$ cat config.mk
export PLATFORM = sky130hd
export DESIGN_NAME = debug_trace_buffer
export DESIGN_NICKNAME = d
export VERILOG_FILES = /design/src/rtl/debug_trace_buffer_pkg.sv /design/src/rtl/debug_trace_buffer_button.sv /design/src/rtl/debug_trace_buffer.sv
export SDC_FILE = /design/constraint.sdc
export NUM_CORES = 1
export LEC_CHECK = 0
export BUFFER_PORTS_ARGS = -buffer_cell sky130_fd_sc_hd__buf_4
export CORE_UTILIZATION = 43
export CTS_CLUSTER_SIZE = 40
export DETAILED_ROUTE_END_ITERATION = 16
export HOLD_SLACK_MARGIN = 0.1
export PLACE_DENSITY = 0.6
export SLEW_MARGIN = 40
export SYNTH_ARGS = -nofsm -noshare
export SYNTH_HDL_FRONTEND = slang
export SYNTH_SLANG_ARGS = --single-unit
$ cat constraint.sdc
create_clock -name Clk -period 11.7 [get_ports Clk]
set_input_delay 0 -clock Clk [delete_from_list [all_inputs] [get_ports Clk]]
set_output_delay 0 -clock Clk [all_outputs]
set_load 0.01 [all_outputs]
$ cat src/rtl/debug_trace_buffer_pkg.sv
// Shared definitions for the debug trace buffer: FSM state encoding and
// pointer-width helper derived from the history depth.
package debug_trace_buffer_pkg;

  typedef enum logic {
    ST_LIVE   = 1'b0,
    ST_BROWSE = 1'b1
  } state_e;

  localparam int unsigned DEPTH_DEFAULT = 16;

  function automatic int unsigned ptr_width(input int unsigned depth);
    return (depth < 2) ? 1 : $clog2(depth);
  endfunction

  localparam int unsigned PTR_W_DEFAULT = ptr_width(DEPTH_DEFAULT);

endpackage

$ cat src/rtl/debug_trace_buffer_button.sv
// Push-button conditioner: two-flop synchronizer, stability counter and a
// one-cycle pulse on each accepted rising edge.
module button_debounce #(
  parameter int unsigned CYCLES = 1000000
) (
  input  logic Clk,
  input  logic Reset,
  input  logic btn_i,
  output logic pulse_o
);

  localparam int unsigned CNT_W = $clog2(CYCLES + 1);

  logic [1:0]       sync_q, sync_d;
  logic             stable_q, stable_d;
  logic [CNT_W-1:0] cnt_q, cnt_d;
  logic             pulse_q, pulse_d;

  // A new level is accepted only after it differs from the stable level for CYCLES cycles
  always_comb begin
    sync_d   = {sync_q[0], btn_i};
    stable_d = stable_q;
    cnt_d    = '0;
    pulse_d  = 1'b0;
    if (sync_q[1] != stable_q) begin
      if (cnt_q == CNT_W'(CYCLES - 1)) begin
        stable_d = sync_q[1];
        pulse_d  = sync_q[1];
      end else begin
        cnt_d = cnt_q + CNT_W'(1);
      end
    end
  end

  always_ff @(posedge Clk or posedge Reset) begin
    if (Reset) begin
      sync_q   <= '0;
      stable_q <= 1'b0;
      cnt_q    <= '0;
      pulse_q  <= 1'b0;
    end else begin
      sync_q   <= sync_d;
      stable_q <= stable_d;
      cnt_q    <= cnt_d;
      pulse_q  <= pulse_d;
    end
  end

  assign pulse_o = pulse_q;

endmodule

$ cat src/rtl/debug_trace_buffer.sv
// Captures distinct (X, Y) debug pairs into a circular history and shows
// either the newest pair (LIVE) or a user-selected older one (BROWSE).
module debug_trace_buffer
  import debug_trace_buffer_pkg::*;
#(
  parameter int unsigned DEPTH           = 16,
  parameter int unsigned DISP_W          = 16,
  parameter int unsigned DEBOUNCE_CYCLES = 1000000
) (
  input  logic                          Clk,
  input  logic                          Reset,
  input  logic [31:0]                   cpu_x,
  input  logic [31:0]                   cpu_y,
  input  logic                          sample_en,
  input  logic                          btn_prev,
  input  logic                          btn_next,
  output logic [DISP_W-1:0]             disp_x,
  output logic [DISP_W-1:0]             disp_y,
  output logic                          browse_mode,
  output logic [ptr_width(DEPTH):0]     entry_count,
  output logic [ptr_width(DEPTH)-1:0]   view_age
);

  localparam int unsigned PTR_W  = ptr_width(DEPTH);
  localparam int unsigned CNT_W  = PTR_W + 1;
  localparam int unsigned PAIR_W = 2 * DISP_W;

  logic prev_p, next_p;

  button_debounce #(.CYCLES(DEBOUNCE_CYCLES)) u_db_prev (
    .Clk     (Clk),
    .Reset   (Reset),
    .btn_i   (btn_prev),
    .pulse_o (prev_p)
  );

  button_debounce #(.CYCLES(DEBOUNCE_CYCLES)) u_db_next (
    .Clk     (Clk),
    .Reset   (Reset),
    .btn_i   (btn_next),
    .pulse_o (next_p)
  );

  generate
    if (DISP_W < 32) begin : g_unused_hi
      logic unused_hi_c;
      assign unused_hi_c = ^{cpu_x[31:DISP_W], cpu_y[31:DISP_W]};
    end
  endgenerate

  state_e             state_q, state_d;
  logic [PTR_W-1:0]   wr_ptr_q, wr_ptr_d;
  logic [PTR_W-1:0]   rd_idx_q, rd_idx_d;
  logic [CNT_W-1:0]   count_q, count_d;
  logic [PAIR_W-1:0]  last_q, last_d;
  logic [PAIR_W-1:0]  mem_q [DEPTH];

  logic [DISP_W-1:0]  disp_x_q, disp_x_d;
  logic [DISP_W-1:0]  disp_y_q, disp_y_d;
  logic               browse_q, browse_d;
  logic [CNT_W-1:0]   entry_count_q, entry_count_d;
  logic [PTR_W-1:0]   view_age_q, view_age_d;

  logic [PAIR_W-1:0]  new_pair_c;
  logic [PTR_W-1:0]   newest_c, oldest_c, rd_addr_c, rd_base_c;
  logic [PAIR_W-1:0]  rd_pair_c;
  logic               full_c, capture_c, bump_c, prev_ok_c, next_ok_c;

  // Dedup compares against a copy of the newest pair so the RAM keeps a single read port
  always_comb begin
    new_pair_c = {cpu_x[DISP_W-1:0], cpu_y[DISP_W-1:0]};
    newest_c   = wr_ptr_q - PTR_W'(1);
    oldest_c   = wr_ptr_q - count_q[PTR_W-1:0];
    full_c     = (count_q == CNT_W'(DEPTH));
    capture_c  = sample_en && ((count_q == '0) || (new_pair_c != last_q));
    bump_c     = (state_q == ST_BROWSE) && capture_c && full_c && (wr_ptr_q == rd_idx_q);
    prev_ok_c  = prev_p && !next_p;
    next_ok_c  = next_p && !prev_p;
  end

  always_comb begin
    wr_ptr_d = wr_ptr_q;
    count_d  = count_q;
    last_d   = last_q;
    if (capture_c) begin
      wr_ptr_d = wr_ptr_q + PTR_W'(1);
      last_d   = new_pair_c;
      if (!full_c) begin
        count_d = count_q + CNT_W'(1);
      end
    end
  end

  // Navigation FSM; an overwrite bump wins over prev, next steps from the bumped index
  always_comb begin
    state_d   = state_q;
    rd_idx_d  = rd_idx_q;
    rd_base_c = bump_c ? (rd_idx_q + PTR_W'(1)) : rd_idx_q;
    unique case (state_q)
      ST_LIVE: begin
        if (prev_ok_c && (count_q >= CNT_W'(2))) begin
          state_d  = ST_BROWSE;
          rd_idx_d = newest_c - PTR_W'(1);
        end
      end
      ST_BROWSE: begin
        rd_idx_d = rd_base_c;
        if (next_ok_c) begin
          if ((rd_base_c + PTR_W'(1)) == newest_c) begin
            state_d = ST_LIVE;
          end else begin
            rd_idx_d = rd_base_c + PTR_W'(1);
          end
        end else if (prev_ok_c && !bump_c && (rd_idx_q != oldest_c)) begin
          rd_idx_d = rd_idx_q - PTR_W'(1);
        end
      end
      default: state_d = ST_LIVE;
    endcase
  end

  always_comb begin
    rd_addr_c     = (state_q == ST_BROWSE) ? rd_idx_q : newest_c;
    rd_pair_c     = mem_q[rd_addr_c];
    disp_x_d      = rd_pair_c[PAIR_W-1:DISP_W];
    disp_y_d      = rd_pair_c[DISP_W-1:0];
    browse_d      = (state_q == ST_BROWSE);
    entry_count_d = count_q;
    view_age_d    = '0;
    if (state_q == ST_BROWSE) begin
      view_age_d = newest_c - rd_idx_q;
    end else if (count_q == '0) begin
      disp_x_d = '0;
      disp_y_d = '0;
    end
  end

  always_ff @(posedge Clk) begin
    if (capture_c) begin
      mem_q[wr_ptr_q] <= new_pair_c;
    end
  end

  always_ff @(posedge Clk or posedge Reset) begin
    if (Reset) begin
      state_q       <= ST_LIVE;
      wr_ptr_q      <= '0;
      rd_idx_q      <= '0;
      count_q       <= '0;
      last_q        <= '0;
      disp_x_q      <= '0;
      disp_y_q      <= '0;
      browse_q      <= 1'b0;
      entry_count_q <= '0;
      view_age_q    <= '0;
    end else begin
      state_q       <= state_d;
      wr_ptr_q      <= wr_ptr_d;
      rd_idx_q      <= rd_idx_d;
      count_q       <= count_d;
      last_q        <= last_d;
      disp_x_q      <= disp_x_d;
      disp_y_q      <= disp_y_d;
      browse_q      <= browse_d;
      entry_count_q <= entry_count_d;
      view_age_q    <= view_age_d;
    end
  end

  assign disp_x      = disp_x_q;
  assign disp_y      = disp_y_q;
  assign browse_mode = browse_q;
  assign entry_count = entry_count_q;
  assign view_age    = view_age_q;

endmodule
==> results of run 1 <==
cell families after synthesis:
group,after synthesis
muxes,174
DFF,648
adders and majority gates,21
xor gates and xnor gates,101
and+or+nand+nor,332
AOI/OAI and AO/OA,102
buffers and inverters,91
registers in the layout (all words and copies together), names as in the netlist:
signal / cells
u_db_next.sync_q: 2
count_q: 5
u_db_next.pulse_o: 1
mem_q: 512
rd_idx_q: 4
wr_ptr_q: 4
u_db_next.stable_q: 1
u_db_prev.sync_q: 2
u_db_next.cnt_q: 20
u_db_prev.stable_q: 1
u_db_prev.pulse_o: 1
disp_x: 16
entry_count: 5
view_age: 4
browse_d: 1
disp_y: 16
u_db_prev.cnt_q: 20
last_q: 32
browse_mode: 1
worst max-delay path, cell delays in order (launching register included):
cell	delay (ns)
dfrtp_1	0.39
xor2_1	0.17
nor4_1	0.40
nand4_1	0.36
o31ai_4	0.42
buf_4	0.28
mux2_2	0.37
ha_1	0.22
xor2_1	0.16
xnor2_1	0.25
xnor2_1	0.09
or2_0	0.23
mux2i_1	0.21
nand3_1	0.18
or3b_1	0.39
a41oi_1	0.18
per-stage QoR:
step / power [mW] / area, sq um / utilization / instances / hold WS (ns)
final: 6.20 / 30400 / 0.511 / 2462 / 0.276
after detailed placement: 4.19 / 27800 / 0.467 / 2283 / 0.111
after floorplan: 3.72 / 26000 / - / 1469 / 0.0314
after global routing: 6.47 / 30400 / 0.511 / 2462 / 0.272
after global placement: 4.17 / 27700 / 0.465 / 2281 / 0.110
after CTS: 6.28 / 30400 / 0.511 / 2460 / 0.128
path summary, 6_finish.rpt:
kind | startpoint | to | slack, ns | depth (start not counted)
setup / recovery | last_q[24] | rd_idx_q[2] | 7.31 | 15
hold / removal | cpu_x[13] | mem_q[3][29] | 0.28 | 2
setup reg to reg | last_q[24] | rd_idx_q[2] | 7.31 | 15
hold reg to reg | u_db_prev.sync_q[0] | u_db_prev.sync_q[1] | 0.36 | 0
max in group asynchronous | Reset | last_q[27] | 10.01 | 5
min in group asynchronous | Reset | u_db_prev.sync_q[0] | 0.63 | 4
per-layer routing:
| metal | vias to the layer above | share of wire |
|---|---|---|
| li1 | 6010 | - |
| met1 | 7005 | 0.45 |
| met2 | 266 | 0.49 |
| met3 | 74 | 0.048 |
| met4 | 2 | 0.021 |
| met5 | - | 0.00024 |
synth_stat cells (4+ instances only):
master,instances,area [sq um]
and3_1,12,75.1
nand4_1,12,75.1
nor4_1,10,62.6
nor3_1,8,40.0
buf_2,17,85.1
and2_1,4,25.0
a211oi_1,65,488
ha_1,19,238
buf_1,7,26.3
inv_1,21,78.8
clkbuf_1,33,124
dfrtp_1,136,3400
nor2b_1,35,219
nand3_1,27,135
o21ai_0,9,45.0
or3_1,7,43.8
a21oi_1,11,55.1
mux2i_1,41,410
mux4_2,128,2880
buf_4,11,82.6
edfxtp_1,512,15400
xor2_1,54,473
nor2_1,73,274
xnor2_1,45,394
mux2_2,4,45.0
nand2_1,126,473
power by group through the flow:
stage                     Sequential (mW)  Combinational (mW)  Clock [mW]
after floorplan                      2.93               0.796           0
after global placement               2.93                1.24           0
after detailed placement             2.94                1.25           0
after CTS                            2.90                1.27        2.12
after global routing                 2.92                1.36        2.20
final                                2.89                1.24        2.06
layout by cell type (no fill, tap or decap), drive strengths merged, types with 51 or more instances in the layout:
cell type	synthesis	routed
edfxtp	512	512
dfrtp	136	136
mux4	128	128
nand2	126	126
buf	37	112
clkbuf	33	98
nor2	74	74
a211oi	65	65
xor2	54	54
dlygate4sd3	0	51
timing repair:
item | 4_1_cts | 5_1_grt
hold buffers | 50 | 1
setup buffers | 0 | 0
hold endpoints to repair | 626 | 44
layout make-up:
cell class | count | area (sq um) | share of cell area
clock buffers | 98 | 1910 | 0.0628
repair buffers | 163 | 1420 | 0.0467
clock inverters | 29 | 228 | 0.00749
flip-flops and latches | 648 | 18800 | 0.618
inverters | 21 | 86.3 | 0.00284
well taps | 773 | 967 | 0.0318
multi-input cells | 730 | 7020 | 0.231
==> results.json, run 1 <==
{
  "cts_buffers": 70,
  "postSynthAreaPerCell_sq_um": 17.7,
  "area_growth_pct": 16.7,
  "io_pins": 111,
  "cp_max_fo": 12,
  "power_density_nw_per_um2": 204,
  "ys.flop_type": "edfxtp_1",
  "worstPathArrival_ns": 4.89,
  "final_layout_size_suffix_gt1_frac": 0.220,
  "initial_utilization": 0.438,
  "drv_cap": 0,
  "synth_top_family_by_area": "multiplexers",
  "intPower_mw": 4.50,
  "power_frac_comb": 0.200,
  "swShare": 0.273,
  "vdd_drop_max_uv": 105,
  "routabilityCongestion": 0.743,
  "synth-xor-area-share": 0.0345,
  "power.switching_mw": 1.69,
  "core_sq_um": 59500,
  "overflow": 0,
  "synthAdderAreaFrac": 0.0107,
  "grtUsageTotal": 0.183,
  "tns_ns": 0,
  "die_width_microns": 248,
  "synthCells": 1469,
  "synth_nets": 1559,
  "n_fill_cell": 4874,
  "wl_per_cell_microns": 22.2,
  "drtIter0Drc": 941,
  "grt_pass1_wl_microns": 84100,
  "post-place-ws_ns": 7.12,
  "grt_start_max_net_pins": 80,
  "hold_viol": 0,
  "cp-start-kind": "flip-flop",
  "ctsResizeCount": 0,
  "numClockSinks": 648,
  "fmax_ghz": 0.228,
  "pwr-share-seq": 0.467,
  "rows": 89,
  "power.leakage_nw": 10.5,
  "synth_seq_area_share": 0.721,
  "nNetsFinal": 1724,
  "hpwl_microns": 30500,
  "vias": 13400,
  "num_antenna_cells": 0,
  "grt.met3_usage": 0.0403,
  "yosys_register_bits": 648,
  "post-route-period-util": 0.375,
  "slew_headroom": 0.490,
  "skew_ns": 0.0176,
  "antenna_found_initial": 1,
  "rsz0062_at_grt": "false",
  "ys_types": 55,
  "drc": 0,
  "dieArea_sq_um": 61600,
  "yosys_warnings": 0,
  "path_class": "flip-flop to flip-flop",
  "die_y_microns": 248,
  "min_path_type": "input pin to flip-flop",
  "clockBufferDepth": 3,
  "clockRootBuffer": "clkbuf_16",
  "yosys.area_share.simple": 0.0602,
  "synthArstFlopShare": 0.210,
  "crit_path_end_kind": "flip-flop",
  "clk_pin_slew_ns": 0.06,
  "cts_tree": "built",
  "use_met2": 0.296,
  "ant_nets": 0,
  "grtUsageMet1": 0.253,
  "worst-slew-pin-transition_ns": 0.765,
  "synth_mux_area_frac": 0.129,
  "portBuffers": 78,
  "setup_viol": 0,
  "synth_edf_count": 512,
  "dr.pass1.iters": 5,
  "wl_microns": 54700,
  "vias_per_cell": 5.43,
  "clock_latency_ns": 0.59,
  "period_needed_ns": 4.39,
  "slew_viol_final": 0,
  "grt-busiest-layer": "met2",
  "outcome": "finished, final reports clean",
  "setup_slack_ns": 7.31,
  "synth_compound_area_frac": 0.0289,
  "grt_pass1_vias": 13900,
  "cts-htree-levels": 3,
  "syn_area_sq_um": 26000,
  "clockPowerShare": 0.333,
  "required_ns": 12.20
}
Power figures use the tool's default switching activity.
==> run 2, diff against run 1 <==
ABC_AREA = 1   (was default)
PLACE_DENSITY = 0.62   (was 0.6)
clock period = 3.95 ns   (was 11.7 ns; I/O delays follow)
==> run 2 against run 1 <==
  * Power grew to 3.7 times the previous value
  * Largest power group unchanged
  * Clock power grew to 3.0 times the previous value
  * Critical path depth decreased by 7
  * Count of clock-buffer cells in the layout fell by 8
  * Sequential share of layout area decreased by 0.81 points
==> results.json, run 2 <==
{
  "antenna_found_initial": 1,
  "cp-startpoint": "wr_ptr_q[0]",
  "n_fill_cell": 5123,
  "drc": 0,
  "multi_input_area_sq_um": 6890,
  "crit_path_end_kind": "flip-flop",
  "io_pins": 111,
  "clock_latency_ns": 0.61,
  "cp-start-kind": "flip-flop",
  "path_delay_family": "buffers and inverters",
  "final_layout_size_suffix_gt1_frac": 0.130,
  "ys.flop_type": "edfxtp_1",
  "die_y_microns": 250,
  "ctsResizeCount": 0,
  "required_ns": 4.46,
  "ys_types": 47,
  "outcome": "finished, final reports clean",
  "slew_headroom": 0.439,
  "initial_utilization": 0.436,
  "cp_max_fo": 12,
  "final_cell_mix": "edfxtp_1, nor2_1, o21ai_0",
  "worst-slew-pin-transition_ns": 0.836,
  "drtIter0Drc": 1481,
  "routed.top_layer": "met5",
  "dpl_cell_area_sq_um": 28200,
  "cts_buffers": 68,
  "skew_ns": 0.0264,
  "wl_met1_microns": 28400,
  "cts_setup_buffers": 0,
  "clockRootBuffer": "clkbuf_16",
  "largest_register": "mem_q",
  "clk_pin_slew_ns": 0.06,
  "nNetsFinal": 2334,
  "reg_top3": "mem_q (512), last_q (32)",
  "routabilityCongestion": 0.844,
  "setup_viol": 0,
  "synth_seq_area_share": 0.712,
  "hold_viol": 0,
  "power_density_nw_per_um2": 752,
  "r2r-start": "wr_ptr_q[0]",
  "core_sq_um": 60500,
  "tns_ns": 0,
  "largest_reg_flops": 512,
  "hpwl_microns": 33800,
  "drv_cap": 0,
  "wl_per_cell_microns": 20.6,
  "yosys_register_bits": 648,
  "slew_viol_final": 0,
  "period_needed_ns": 3.03,
  "rsz0062_at_grt": "false",
  "clockBufferDepth": 3,
  "grt_pass1_vias": 17100,
  "synth_top_cell_by_area": "edfxtp_1",
  "grtUsageTotal": 0.205,
  "grt_pass1_wl_microns": 98200,
  "synthTopCellsByCount": "edfxtp_1, nor2_1, o21ai_0",
  "cp_cell_sequence": "inv_2 -> nand3_1 -> xor2_1 -> o21ai_4 -> inv_1 -> buf_4 -> o211ai_1 -> a21oi_1",
  "vias_per_cell": 5.56,
  "ant_nets": 0,
  "setup.worst_path.end": "disp_x[2]",
  "final_common_cell": "edfxtp_1",
  "postSynthAreaPerCell_sq_um": 12.4,
  "die_width_microns": 250,
  "syn_area_sq_um": 26400,
  "dr_wl_met2_microns": 29300,
  "synthArstFlopShare": 0.210,
  "critical_path.max_stage_delay_ns": 0.62,
  "vias": 17100,
  "path_class": "flip-flop to flip-flop",
  "post-synth-top-count-cell": "edfxtp_1",
  "min_path_type": "input pin to flip-flop",
  "num_antenna_cells": 0,
  "cts_tree": "built",
  "rrSetupSlack_ns": 0.92,
  "synth_nets": 2222,
  "power.leakage_nw": 10.8,
  "numClockSinks": 648,
  "wl_microns": 63400,
  "fmax_ghz": 0.330,
  "seq_area_sq_um": 18800,
  "final_area_sq_um": 30800,
  "synth_area_leaders": "edfxtp_1, dfrtp_1, o21ai_0",
  "wl_met3_microns": 3980,
  "path_buf_inv": 3,
  "vdd_drop_max_uv": 1000,
  "rows": 90,
  "reg2reg_depth": 8,
  "portBuffers": 78,
  "overflow": 0,
  "dr.pass1.iters": 5,
  "slowest_stage": "xor2_1",
  "worstReg2RegEnd": "disp_x[2]",
  "post-route-period-util": 0.767,
  "grt_start_max_net_pins": 182,
  "synth_edf_count": 512,
  "synthCells": 2132,
  "synth_top_area_frac": 0.583,
  "cts-htree-levels": 3,
  "worstPathArrival_ns": 3.55,
  "dieArea_sq_um": 62400,
  "area_growth_pct": 16.8,
  "path_depth": 8,
  "yosys_warnings": 0
}
==> run 2: power breakdown <==
group	switching, mW	leakage (nW)	internal, mW
Clock	2.60	1.08	3.59
Sequential	0.288	6.33	8.23
Combinational	5.71	3.38	2.76
==> run 2: through the flow <==
stage / setup slack, ns / total power, mW / util / instances / hold WS, ns
floorplan: 0.311 / 14.0 / - / 2132 / 0.0314
global placement: 0.965 / 16.9 / 0.467 / 2916 / 0.111
detailed placement: 0.949 / 17.1 / 0.467 / 2917 / 0.110
CTS: 0.927 / 23.3 / 0.509 / 3082 / 0.229
global route: 0.636 / 24.5 / 0.509 / 3082 / 0.280
finish: 0.920 / 23.2 / 0.509 / 3082 / 0.263
==> run 2: worst register-to-register path, delay by kind of cell (launching register included) <==
kind	cells	cell delay, ns
buffers and inverters	3	1.10
flip-flops	1	0.58
XOR/XNOR	1	0.62
AO/OA/AOI/OAI	3	0.49
AND/OR/NAND/NOR	1	0.17
==> run 2: worst min path at each step <==
stage	from	to	slack, ns	cells after the start
6_report	cpu_y[8]	mem_q[2][8]	0.26	2
5_1_grt	cpu_x[11]	mem_q[9][27]	0.28	2
4_1_cts	cpu_x[11]	mem_q[11][27]	0.23	2
3_5_place_dp	btn_next	u_db_next.sync_q[0]	0.11	1
3_3_place_gp	btn_next	u_db_next.sync_q[0]	0.11	1
2_1_floorplan	btn_next	u_db_next.sync_q[0]	0.03	0
==> run 2: repair_timing <==
action,CTS,global route
endpoints found under the hold margin,606,0
setup endpoints to repair,0,0
hold buffers,39,0
==> run 2: kinds of logic (layout without fill, tap and decap cells) <==
kind of cell	Yosys count	in the layout	synth area share
flip-flops	648	648	0.712
AND/OR/NAND/NOR	642	642	0.105
AO/OA/AOI/OAI	544	544	0.123
buffers and inverters	226	394	0.0332
XOR/XNOR	51	51	0.0169
adder cells (fa/ha/maj)	21	21	0.0105
==> run 2: per-layer routing <==
| layer | vias to the layer above | global-route usage |
|---|---|---|
| met3 | 115 | 0.0319 |
| met1 | 8519 | 0.289 |
| met2 | 555 | 0.321 |
| met4 | 2 | 0.0765 |
| met5 | - | 0 |
| li1 | 7955 | - |
==> run 2: cell type report <==
class / instances / share of cell area
clock buffers: 90 / 0.0616
clock inverters: 36 / 0.00893
inverters: 107 / 0.0134
multi-input cells: 1258 / 0.224
flip-flops and latches: 648 / 0.609
well taps: 782 / 0.0318
repair buffers: 161 / 0.0512
